`src/rtl/cpu_pkg.sv`:
```
`default_nettype none
// ============================================================================
// Module      : cpu_pkg
// Description : Shared types and constants for the multiply/divide unit.
// Revision    : 1.0 - initial release
// ============================================================================
package cpu_pkg;

  typedef enum logic [1:0] {
    MD_MULT  = 2'b00,
    MD_MULTU = 2'b01,
    MD_DIV   = 2'b10,
    MD_DIVU  = 2'b11
  } md_op_t;

  typedef enum logic [1:0] {
    IDLE = 2'b00,
    RUN  = 2'b01,
    FIX  = 2'b10
  } md_state_t;

  // Wide enough for any supported W; users slice the low W bits.
  localparam logic [63:0] MD_DIV0_LO = '1;

  function automatic logic op_is_div(input md_op_t o);
    return (o == MD_DIV) || (o == MD_DIVU);
  endfunction

  function automatic logic op_is_signed(input md_op_t o);
    return (o == MD_MULT) || (o == MD_DIV);
  endfunction

endpackage
`default_nettype wire

```
`src/rtl/md_iter_datapath.sv`:
```
`default_nettype none
// ============================================================================
// Module      : md_iter_datapath
// Description : 2W accumulator with one radix-2 shift-add / restoring
//               shift-subtract step per enabled cycle.
// Revision    : 1.0 - initial release
// ============================================================================
module md_iter_datapath #(
  parameter int W = 32
) (
  input  logic           clk,
  input  logic           rst,
  input  logic           load,
  input  logic           step,
  input  logic           mode_div,
  input  logic [W-1:0]   load_operand,
  input  logic [W-1:0]   load_init,
  output logic [2*W-1:0] acc
);

  logic [2*W-1:0] acc_q, acc_d;
  logic [W-1:0]   operand_q, operand_d;
  logic [W:0]     sum;
  logic [W:0]     diff;

  always_comb begin
    acc_d     = acc_q;
    operand_d = operand_q;
    // Multiply: {acc_hi, multiplier} shifts right, adding the multiplicand on a 1.
    sum  = {1'b0, acc_q[2*W-1:W]} + {1'b0, (acc_q[0] ? operand_q : '0)};
    // Divide: {remainder, quotient} shifts left; a borrow in bit W means restore.
    diff = {acc_q[2*W-1:W], acc_q[W-1]} - {1'b0, operand_q};
    if (load) begin
      acc_d     = {{W{1'b0}}, load_init};
      operand_d = load_operand;
    end else if (step) begin
      if (mode_div) begin
        if (!diff[W]) acc_d = {diff[W-1:0], acc_q[W-2:0], 1'b1};
        else          acc_d = {acc_q[2*W-2:0], 1'b0};
      end else begin
        acc_d = {sum, acc_q[W-1:1]};
      end
    end
  end

  always_ff @(posedge clk) begin
    if (rst) begin
      acc_q     <= '0;
      operand_q <= '0;
    end else begin
      acc_q     <= acc_d;
      operand_q <= operand_d;
    end
  end

  assign acc = acc_q;

endmodule
`default_nettype wire

```
`src/rtl/mult_div_unit.sv`:
```
`default_nettype none
// ============================================================================
// Module      : mult_div_unit
// Description : Iterative MULT/MULTU/DIV/DIVU unit owning the HI/LO pair.
// Revision    : 1.0 - initial release
// ============================================================================
module mult_div_unit
  import cpu_pkg::*;
#(
  parameter int W     = 32,
  parameter int CNT_W = 6
) (
  input  logic         clk,
  input  logic         rst,
  input  logic         start,
  input  logic [1:0]   op,
  input  logic [W-1:0] src_a,
  input  logic [W-1:0] src_b,
  input  logic         hi_we,
  input  logic         lo_we,
  output logic         busy,
  output logic         done,
  output logic [W-1:0] hi,
  output logic [W-1:0] lo,
  output logic         div_by_zero
);

  md_state_t        state_q, state_d;
  md_op_t           op_q, op_d;
  logic             neg_a_q, neg_a_d;
  logic             neg_b_q, neg_b_d;
  logic             div0_q, div0_d;
  logic [CNT_W-1:0] cnt_q, cnt_d;
  logic             busy_q, busy_d;
  logic             done_q, done_d;
  logic             dbz_q, dbz_d;
  logic [W-1:0]     hi_q, hi_d;
  logic [W-1:0]     lo_q, lo_d;

  md_op_t         op_in;
  logic           in_div, a_neg, b_neg, b_zero;
  logic [W-1:0]   a_mag, b_mag;
  logic [2*W-1:0] acc, prod;
  logic [W-1:0]   quot, rem, div0_hi;

  assign op_in  = md_op_t'(op);
  assign in_div = op_is_div(op_in);
  assign b_zero = (src_b == '0);
  assign a_neg  = op_is_signed(op_in) & src_a[W-1];
  assign b_neg  = op_is_signed(op_in) & src_b[W-1];
  assign a_mag  = a_neg ? -src_a : src_a;
  assign b_mag  = b_neg ? -src_b : src_b;

  md_iter_datapath #(.W(W)) u_dp (
    .clk          (clk),
    .rst          (rst),
    .load         ((state_q == IDLE) && start),
    .step         (state_q == RUN),
    .mode_div     (op_is_div(op_q)),
    .load_operand (in_div ? b_mag : a_mag),
    .load_init    (in_div ? a_mag : b_mag),
    .acc          (acc)
  );

  // Quotient/product take the XOR of signs; remainder follows the dividend.
  assign prod    = (neg_a_q ^ neg_b_q) ? -acc : acc;
  assign quot    = (neg_a_q ^ neg_b_q) ? -acc[W-1:0] : acc[W-1:0];
  assign rem     = neg_a_q ? -acc[2*W-1:W] : acc[2*W-1:W];
  assign div0_hi = neg_a_q ? -acc[W-1:0] : acc[W-1:0];

  always_comb begin
    state_d = state_q;
    op_d    = op_q;
    neg_a_d = neg_a_q;
    neg_b_d = neg_b_q;
    div0_d  = div0_q;
    cnt_d   = cnt_q;
    busy_d  = busy_q;
    done_d  = 1'b0;
    dbz_d   = dbz_q;
    hi_d    = hi_q;
    lo_d    = lo_q;
    case (state_q)
      IDLE: begin
        if (hi_we) hi_d = src_a;
        if (lo_we) lo_d = src_a;
        if (start) begin
          op_d    = op_in;
          neg_a_d = a_neg;
          neg_b_d = b_neg;
          div0_d  = in_div && b_zero;
          cnt_d   = '0;
          dbz_d   = 1'b0;
          busy_d  = 1'b1;
          state_d = (in_div && b_zero) ? FIX : RUN;
        end
      end
      RUN: begin
        cnt_d = cnt_q + 1'b1;
        if (cnt_q == CNT_W'(W - 1)) state_d = FIX;
      end
      FIX: begin
        if (div0_q) begin
          hi_d  = div0_hi;
          lo_d  = MD_DIV0_LO[W-1:0];
          dbz_d = 1'b1;
        end else if (op_is_div(op_q)) begin
          hi_d = rem;
          lo_d = quot;
        end else begin
          {hi_d, lo_d} = prod;
        end
        busy_d  = 1'b0;
        done_d  = 1'b1;
        state_d = IDLE;
      end
      default: state_d = IDLE;
    endcase
  end

  always_ff @(posedge clk) begin
    if (rst) begin
      state_q <= IDLE;
      op_q    <= MD_MULT;
      neg_a_q <= 1'b0;
      neg_b_q <= 1'b0;
      div0_q  <= 1'b0;
      cnt_q   <= '0;
      busy_q  <= 1'b0;
      done_q  <= 1'b0;
      dbz_q   <= 1'b0;
      hi_q    <= '0;
      lo_q    <= '0;
    end else begin
      state_q <= state_d;
      op_q    <= op_d;
      neg_a_q <= neg_a_d;
      neg_b_q <= neg_b_d;
      div0_q  <= div0_d;
      cnt_q   <= cnt_d;
      busy_q  <= busy_d;
      done_q  <= done_d;
      dbz_q   <= dbz_d;
      hi_q    <= hi_d;
      lo_q    <= lo_d;
    end
  end

  assign busy        = busy_q;
  assign done        = done_q;
  assign hi          = hi_q;
  assign lo          = lo_q;
  assign div_by_zero = dbz_q;

endmodule
`default_nettype wire
```
`config.mk`:
```
export PLATFORM = sky130hd
export DESIGN_NAME = mult_div_unit
export DESIGN_NICKNAME = d
export VERILOG_FILES = /design/src/rtl/cpu_pkg.sv /design/src/rtl/md_iter_datapath.sv /design/src/rtl/mult_div_unit.sv
export SDC_FILE = /design/constraint.sdc
export NUM_CORES = 1
export LEC_CHECK = 0
export BUFFER_PORTS_ARGS = -buffer_cell sky130_fd_sc_hd__buf_4
export CAP_MARGIN = 20
export CORE_MARGIN = 3
export CORE_UTILIZATION = 62
export CTS_CLUSTER_SIZE = 40
export DETAILED_ROUTE_END_ITERATION = 8
export GPL_ROUTABILITY_DRIVEN = 0
export HOLD_SLACK_MARGIN = 0.15
export PLACE_DENSITY = 0.83
export SLEW_MARGIN = 30
export SYNTH_ARGS = -nofsm -noshare
export SYNTH_HDL_FRONTEND = slang
export SYNTH_SLANG_ARGS = --single-unit
export TNS_END_PERCENT = 10
```
`constraint.sdc`:
```
create_clock -name clk -period 4.54 [get_ports clk]
set_input_delay 0.454 -clock clk [delete_from_list [all_inputs] [get_ports clk]]
set_output_delay 0.454 -clock clk [all_outputs]
set_load 0.01 [all_outputs]
```
Word-level counts from Yosys, hierarchy flattened. Cells that the tools add are included.

Flip-flop bits (word level): 176. Output and inout port bits: 67.

Add/subtract/negate cells: 8. Eq/ne operators: 12. Muxes and demuxes: 33. Bitwise gates (word level): 3. Reduce and logical (&&, ||, !) cells: 19.

Operator list (count): $mux 32 (16); $mux 64 (3); $neg 32->32 (4); $pmux 32 s2 (2); $neg 64->64 (1); $add 32x32->33 (1); $sub 33x32->33 (1); $logic_not 32->1 (1); $pmux 6 s2 (1); $reduce_and 2->1 (6); $eq 2x2->1 const B (5); $ne 2x2->1 const B (5); $add 6x1->6 const B (1); $eq 6x5->1 const B (1); $mux 2 (3); $mux 6 (1); $reduce_bool 2->1 (3); $logic_not 2->1 (2); $mux 1 (4); $pmux 1 s2 (2); $pmux 2 s2 (1); $logic_or 1x1->1 (3); $reduce_and 3->1 (1); $and 1x1->1 (2); 4 further kinds (5).

Depth between registers and ports, before layout. Gate-level depths: netlist of the first run.

Depth in word-level cells: 6. Mapped depth: 15. Gate-level depth less buffers: 13.

Cells and area by module. Synthesis of the first run repeated with hierarchy kept, for this count alone.

Cell total of the unflattened synthesis: 2121. Area total of the unflattened synthesis: 16049.1 sq um.

By module, submodules not included: md_iter_datapath (times used 1, cells each 1043, area each 8059.0 sq um, seq. area each 1921.8 sq um); mult_div_unit (times used 1, cells each 1078, area each 7990.2 sq um, seq. area each 1581.5 sq um).

Worst setup path before layout of the first run. No wires, ideal clock.

Kind: reg2reg. From: reg u_dp.acc_q[0], in the netlist u_dp.acc[0]. To: reg hi_q[30], in the netlist hi[30]. Arrival time: 3.557 ns. Data required time: 4.454 ns. Setup slack: 0.898 ns. Cell stages (with the launch flop): 13. Buffers on the path: 1. Clock period less this slack: 3.642 ns. Cells stage by stage: dfxtp_1 inv_1 buf_1 ha_1 or3b_1 or3b_2 or4_4 or4b_1 o31ai_2 xor2_1 a21oi_1 o21ai_1 a211oi_1.

Cells in the longest elaborated chain, start to end: 5. Elaborated cells between the ends (all ways): 7. Classes of those cells: add/sub (2); mux (5).

Ends and longest elaborated chain: start: declaration (line md_iter_datapath.sv:21) `logic [2*W-1:0] acc_q, acc_d;`; start signal: assignment (line md_iter_datapath.sv:48) `acc_q <= '0;`; start signal: assignment (line md_iter_datapath.sv:51) `acc_q <= acc_d;`; $neg 64->64 (line mult_div_unit.sv:66) `assign prod = (neg_a_q ^ neg_b_q) ? -acc : acc;`; $mux 64 (line mult_div_unit.sv:66); $mux 32 (line mult_div_unit.sv:107) `end else if (op_is_div(op_q)) begin`; $mux 32 (*) (line mult_div_unit.sv:103) `if (div0_q) begin`; $pmux 32 s2 (*) (line mult_div_unit.sv:83) `case (state_q)`; end signal: assignment (line mult_div_unit.sv:144) `hi_q <= hi_d;`; end: declaration (line mult_div_unit.sv:37) `logic [W-1:0] hi_q, hi_d;`.

Mark *: on every way between the ends. The rest lies on a longest branch, timed or not. A chain may end at the register's enable or synchronous reset.

Final worst setup path of the first run.
From: reg u_dp.acc_q[31], in the netlist u_dp.acc[31]. To: reg u_dp.acc_q[0], in the netlist u_dp.acc[0].

Cells in the longest elaborated chain, start to end: 5.

Ends and longest elaborated chain: $sub 33x32->33 (line md_iter_datapath.sv:32) `diff = {acc_q[2*W-1:W], acc_q[W-1]} - {1'b0, operand_q};`; $mux 64 (line md_iter_datapath.sv:38) `if (!diff[W]) acc_d = {diff[W-1:0], acc_q[W-2:0], 1'b1};`; $mux 64 (line md_iter_datapath.sv:37) `if (mode_div) begin`; $mux 32 (line md_iter_datapath.sv:36) `end else if (step) begin`; $mux 32 (line md_iter_datapath.sv:33) `if (load) begin`.

No other way between the ends. The select of a mux whose other input is x is not followed.

==> results of run 1 <==
==> where the power goes <==
part | internal, uW | leakage [uW] | switching (uW)
clock | 786 | 0.000290 | 740
sequential | 1670 | 0.00144 | 220
combinational | 832 | 0.00521 | 1320
==> registers in the layout, summed over array words and instances (netlist names) <==
signal and flops:
lo 32, state_q 2, div0_q 1, neg_a_q 1
u_dp.acc 64, op_q 1, u_dp.operand_q 32, neg_b_q 1
done 1, div_by_zero 1, cnt_q 6, hi 32
busy 1
==> worst max-delay path by stage <==
stage | endpoint | slack, ps | start | depth (start not counted)
final | u_dp.acc[0] | 420 | u_dp.acc[31] | 13
after global routing | u_dp.acc[56] | 230 | u_dp.acc[31] | 14
after CTS | u_dp.acc[0] | 280 | u_dp.acc[31] | 13
after detailed placement | u_dp.acc[43] | 360 | u_dp.acc[31] | 14
after global placement | u_dp.acc[43] | 570 | u_dp.acc[31] | 14
after floorplan | hi[30] | 900 | u_dp.acc[0] | 12
==> area by class of cell <==
class                           instances  share of cell area [%]
Clock buffer                           17                   2.497
Tap cell                              319                   2.343
Multi-Input combinational cell       1770                   64.40
Sequential cell                       175                   20.59
Inverter                               68                   1.498
Timing Repair Buffer                  172                   7.654
Clock inverter                         15                   1.021
==> cells by family (layout without fill, tap and decap cells) <==
kind of cell,count (synthesis),after routing,share of synthesized area (%)
buffers and inverters,224,272,5.593
AO/OA/AOI/OAI,672,672,27.92
XOR/XNOR,202,202,11.58
AND/OR/NAND/NOR,772,772,22.54
flip-flops,175,175,22.93
multiplexers,53,53,3.530
adder cells (fa/ha/maj),71,71,5.913
==> layout by cell type (no fill, tap or decap), types with 12 or more instances in the layout <==
master,synthesis,routed
buf_4,0,171
o221ai_1,19,19
o31ai_1,24,24
nand2b_1,15,15
mux2i_1,46,46
o21a_1,20,20
clkbuf_16,0,17
o21ai_0,131,131
a211oi_1,51,51
nand2_1,267,267
xnor2_1,104,103
o211ai_1,52,52
ha_1,69,69
and3_1,15,15
a31oi_1,30,30
dfxtp_1,175,174
a311oi_1,20,20
inv_1,66,66
a21o_1,28,28
nand3_1,25,25
nor3_1,60,60
nor2_1,288,284
nor4_1,18,18
a21oi_1,211,210
xor2_1,98,97
nor2b_1,13,12
==> worst min-delay path, cell delays in order <==
cell	delay, ps
buf_4	140
nand2_1	60
a311oi_1	70
==> synth_stat cells (5+ instances only) <==
library cell | count | share of area [%]
nor2_1 | 288 | 7.1
nand2_1 | 267 | 6.6
a21oi_1 | 211 | 6.9
dfxtp_1 | 175 | 23
clkbuf_1 | 131 | 3.2
o21ai_0 | 131 | 4.3
xnor2_1 | 104 | 6.0
xor2_1 | 98 | 5.6
ha_1 | 69 | 5.7
inv_1 | 66 | 1.6
nor3_1 | 60 | 2.0
o211ai_1 | 52 | 2.6
a211oi_1 | 51 | 2.5
mux2i_1 | 46 | 3.0
a31oi_1 | 30 | 1.2
a21o_1 | 28 | 1.4
nand3_1 | 25 | 0.82
o31ai_1 | 24 | 1.2
a311oi_1 | 20 | 1.1
o21a_1 | 20 | 0.98
o221ai_1 | 19 | 1.1
nor4_1 | 18 | 0.74
buf_1 | 16 | 0.39
and3_1 | 15 | 0.61
nand2b_1 | 15 | 0.61
nor2b_1 | 13 | 0.53
nand4_1 | 10 | 0.41
o22ai_1 | 10 | 0.41
or2_2 | 10 | 0.41
a22oi_1 | 8 | 0.39
and2_1 | 8 | 0.33
buf_2 | 8 | 0.26
or3_1 | 8 | 0.33
or4_1 | 8 | 0.39
a21boi_0 | 7 | 0.34
mux2_2 | 7 | 0.52
a2111oi_0 | 6 | 0.34
o21ai_1 | 6 | 0.20
o21bai_1 | 6 | 0.29
o41ai_1 | 6 | 0.34
a211o_1 | 5 | 0.29
a221oi_1 | 5 | 0.29
a41oi_1 | 5 | 0.29
nor3b_1 | 5 | 0.25
==> metrics by stage <==
step                      std cells  area, sq um  setup slack [ps]
after global placement         2504        16420             568.7
after global routing           2536        17030             228.5
after floorplan                2169        15280             897.7
final                          2536        17030             422.1
after detailed placement       2504        16420             357.4
after CTS                      2536        17020             282.6
==> what timing repair did <==
action,CTS,global route
hold endpoints to repair,0,0
gates resized for setup,0,1
setup endpoints to repair,0,3
buffers inserted,0,0
==> metal layers <==
metal	vias to the layer above	wire length, um	share of wire (%)
li1	7795	-	-
met1	7761	20970	39
met2	1298	22430	41
met3	231	7823	14
met4	0	3143	5.8
met5	-	0	0
==> flow_summary.ini, run 1 <==
[setup_path]
crit_chain = inv_1, ha_1, fa_1, nor2b_1, o31ai_1, a22oi_1, a21oi_1, o41ai_2, o21ai_1, xnor2_2, buf_12, a21oi_1, a2111oi_0
critPathMaxFanout = 39
path_delay_family = compound AO/OA/AOI/OAI gates
r2r_start = u_dp.acc[31]
cp_slowest_stage_delay_ps = 500
worstPathArrival_ps = 4420
crit_buf_inv = 2
start_kind = flip-flop
critPathSlowestCell = o41ai_2
r2r_setup_slack_ps = 420
critical_path_required_ps = 4840
rr_endpoint = u_dp.acc[0]
path_common_cell = a21oi_1
reg2reg_depth = 13
critical_path.endpoint_type = flip-flop
worstSetupPathType = flip-flop to flip-flop

[yosys]
async_flop_share_pct = 0
synth_seq_area_share_pct = 22.93
syn_avg_cell_area_sq_um = 7.044
synth_nets = 2311
yosys_warnings = 0
yosys_register_bits = 175
synth_cells = 2169
synth_ff_type = dfxtp_1
syn_area_sq_um = 15280
synth_edf_count = 0
yosysUniqueCellTypes = 72

[routing]
routed_wl_mm = 54.36
wl_per_cell_um = 21.44
detail-route-antenna-nets = 0
drt_first_iter_violations = 2791
vias = 17085
drc_errors = 0
vias_per_cell = 6.737
drt_pre_antenna_iters = 6

[power_and_ir_drop]
ir_drop_mv = 0.2587
p_leak_uw = 0.006942
powerDensity_nw_per_um2 = 326.6
total_power_uw = 5564

[floorplanning]
fp.dieW_um = 163.0
ioPinCount = 138
core_area_sq_um = 23820
fp.dieH_um = 163.0
start_util_pct = 64.13
dieArea_sq_um = 26560
num_rows = 56

[global_route]
grt_use_total_pct = 39.78
grt_pass1_vias = 15652
grt_pass1_wl_mm = 84.37
grt_busiest_layer = met2
overflow = 0
grt_use_met1_pct = 53.11
grt_max_degree = 83
met2_usage_pct = 57.82
grt_antenna_before_repair = 0
grt.met3_usage_pct = 12.08

[outcome]
status = finished, final reports clean

[job]
cap_violations = 0

[cells_and_area]
seq_area_sq_um = 3507
fin_util_pct = 71.50
nFillCells = 1948
multi_input_area_sq_um = 10970
diodes = 0
fin_nets = 2346
layout-drive-gt1-share_pct = 11.32
area_delta_synth_final_pct = 11.49

[timing]
finalClockSkew_ps = 18.73
hold_viol_final = 0
slew_headroom_pct = 37.53
period_needed_ps = 4118
fin_tns_setup_ps = 0
finalSetupViolCount = 0
max_freq_mhz = 242.8
fin_crit_sh_pct = 90.70
rsz0062_at_grt = false
tightest_slew_ps = 937.0
holdWs_ps = 331.7
final-max-slew-violation-count = 0

[clock_tree]
clockBufferDepth = 2
cts_sinks = 175
cts_inserted_buffers = 17
cts_tree = yes
clkTransAtPathRegs_ps = 70
htreeDepth = 4
cts-root-buf = clkbuf_16
hold_buffers = 0
clock_latency_ps = 450

[worst_hold_path]
hold_start = src_a[29]
holdCritPathClass = primary input to flip-flop
min_delay_path_depth = 3
hold_end = lo[29]

[place]
io_buffers = 137
dp_hpwl_mm = 40.80
No activity file was read; power rests on OpenSTA's default activity.
==> run 2: changes to the inputs <==
- CELL_PAD_IN_SITES_DETAIL_PLACEMENT: not set -> 1
- CELL_PAD_IN_SITES_GLOBAL_PLACEMENT: not set -> 1
- CORE_UTILIZATION: 62 -> 35
- PLACE_DENSITY: 0.83 -> 0.76
==> flow_summary.ini, run 2 (synthesis gave the netlist of run 1 again) <==
[power_and_ir_drop]
p_leak_uw = 0.007039
powerDensity_nw_per_um2 = 330.2
ir_drop_mv = 0.2063
total_power_uw = 5784

[clock_tree]
cts_tree = yes
htreeDepth = 4
clkTransAtPathRegs_ps = 80
cts_sinks = 175
cts-root-buf = clkbuf_16
cts_setup_buffers = 0
cts_inserted_buffers = 17
clockBufferDepth = 2
clock_latency_ps = 470

[routing]
wl_per_cell_um = 24.13
drt_first_iter_violations = 1728
vias = 17009
vias_per_cell = 6.055
detail-route-antenna-nets = 0
routed_wl_mm = 67.79
drt_pre_antenna_iters = 5
drc_errors = 0

[timing]
fin_crit_sh_pct = 93.03
tightest_slew_ps = 1063
slew_headroom_pct = 28.65
finalClockSkew_ps = 17.38
finalSetupViolCount = 0
rsz0062_at_grt = false
period_needed_ps = 4224
hold_viol_final = 0
max_freq_mhz = 236.8
final-max-slew-violation-count = 0
fin_tns_setup_ps = 0

[floorplanning]
num_rows = 75
core_area_sq_um = 42510
ioPinCount = 138
fp.dieW_um = 214.9
start_util_pct = 35.94
fp.dieH_um = 214.9
dieArea_sq_um = 46190

[job]
cap_violations = 0

[place]
dp_hpwl_mm = 52.34
io_buffers = 137

[setup_path]
worstSetupPathType = flip-flop to flip-flop
critical_path_required_ps = 4870
start_kind = flip-flop
critical_path.endpoint_type = flip-flop
critPathMaxFanout = 16
worstPathArrival_ps = 4550

[worst_hold_path]
holdCritPathClass = primary input to flip-flop

[cells_and_area]
area_delta_synth_final_pct = 14.66
diodes = 0
seq_area_sq_um = 3508
multi_input_area_sq_um = 10990
largest_reg_flops = 64
fin_nets = 2361
layout_commonest_cell = nor2_1
nFillCells = 5324
final_cell_mix = 282 x nor2_1, 267 x nand2_1, 210 x a21oi_1, 185 x buf_4, 173 x dfxtp_1
layout-drive-gt1-share_pct = 12.10

[global_route]
grt_busiest_layer = met2
grt_pass1_vias = 16927
grt_max_degree = 80
grt_antenna_before_repair = 1
overflow = 0
met2_usage_pct = 42.35
grt_use_total_pct = 28.28
grt.met3_usage_pct = 6.695
grt_pass1_wl_mm = 102.9
grt_use_met1_pct = 39.39

[outcome]
status = finished, final reports clean
run 2: cell types whose count changed in the layout (fill, tap and decap cells not counted), moves of 2 or more:
| cell | change |
|---|---|
| clkinv_2 | +2 |
| clkinv_4 | -2 |
| clkinv_8 | -2 |
| nor2_1 | -2 |
| buf_4 | +14 |
run 2: layer usage:
layer | vias to the layer above | share of wire [%]
met3 | 121 | 9.4
met5 | - | 0
met1 | 8342 | 45
li1 | 7802 | -
met2 | 744 | 43
met4 | 0 | 3.3
run 2: layout make-up:
type / count / area share [%]
clock buffer: 20 / 2.671
sequential: 175 / 20.03
multi-input combinational: 1770 / 62.74
inverter: 68 / 1.457
timing repair buffer: 187 / 8.157
clock inverter: 12 / 0.8285
tap: 577 / 4.121
run 2: path summary, 6_finish.rpt:
| check | start | slack, ps | end | depth (start not counted) |
|---|---|---|---|---|
| worst max-delay path | u_dp.acc[31] | 320 | u_dp.acc[43] | 14 |
| worst min-delay path | src_a[18] | 320 | lo[18] | 3 |
| worst max register to register | u_dp.acc[31] | 320 | u_dp.acc[43] | 14 |
| worst min register to register | u_dp.operand_q[22] | 460 | u_dp.operand_q[22] | 2 |
run 2: report_power, final:
part	leakage, uW	switching, uW	total [uW]	internal [uW]
Clock	0.000304	730	1600	873
Combinational	0.00529	1440	2300	865
Sequential	0.00144	212	1880	1670
Total	0.00704	2380	5780	3410
run 2: repair_timing:
action,CTS,global route
setup endpoints to repair,0,12
hold buffers,0,0
resized for setup,0,2
run 2: critical path: stages (launching register included):
cell and delay (ps):
dfxtp_1 460, inv_1 130, ha_1 250, fa_1 390, nor2b_1 240, o31ai_1 160, a22oi_1 420, a21oi_1 250
o41ai_2 470, o21ai_1 240, xnor2_2 310, buf_12 200, mux2_2 340, a21oi_1 150, a21oi_1 80
run 2: metrics by stage:
step / instances / utilization, % / cell area, sq um / worst slack (ps) / hold WS [ps]
final: 2809 / 41.21 / 17520 / 316.5 / 317.4
after global routing: 2809 / 41.21 / 17520 / 96.67 / 322.6
after CTS: 2809 / 41.16 / 17500 / 123.1 / 293.5
after detailed placement: 2777 / 39.72 / 16880 / 187.0 / 450.9
after global placement: 2777 / 39.71 / 16880 / 449.2 / 442.0
after floorplan: 2169 / - / 15280 / 897.7 / 431.9
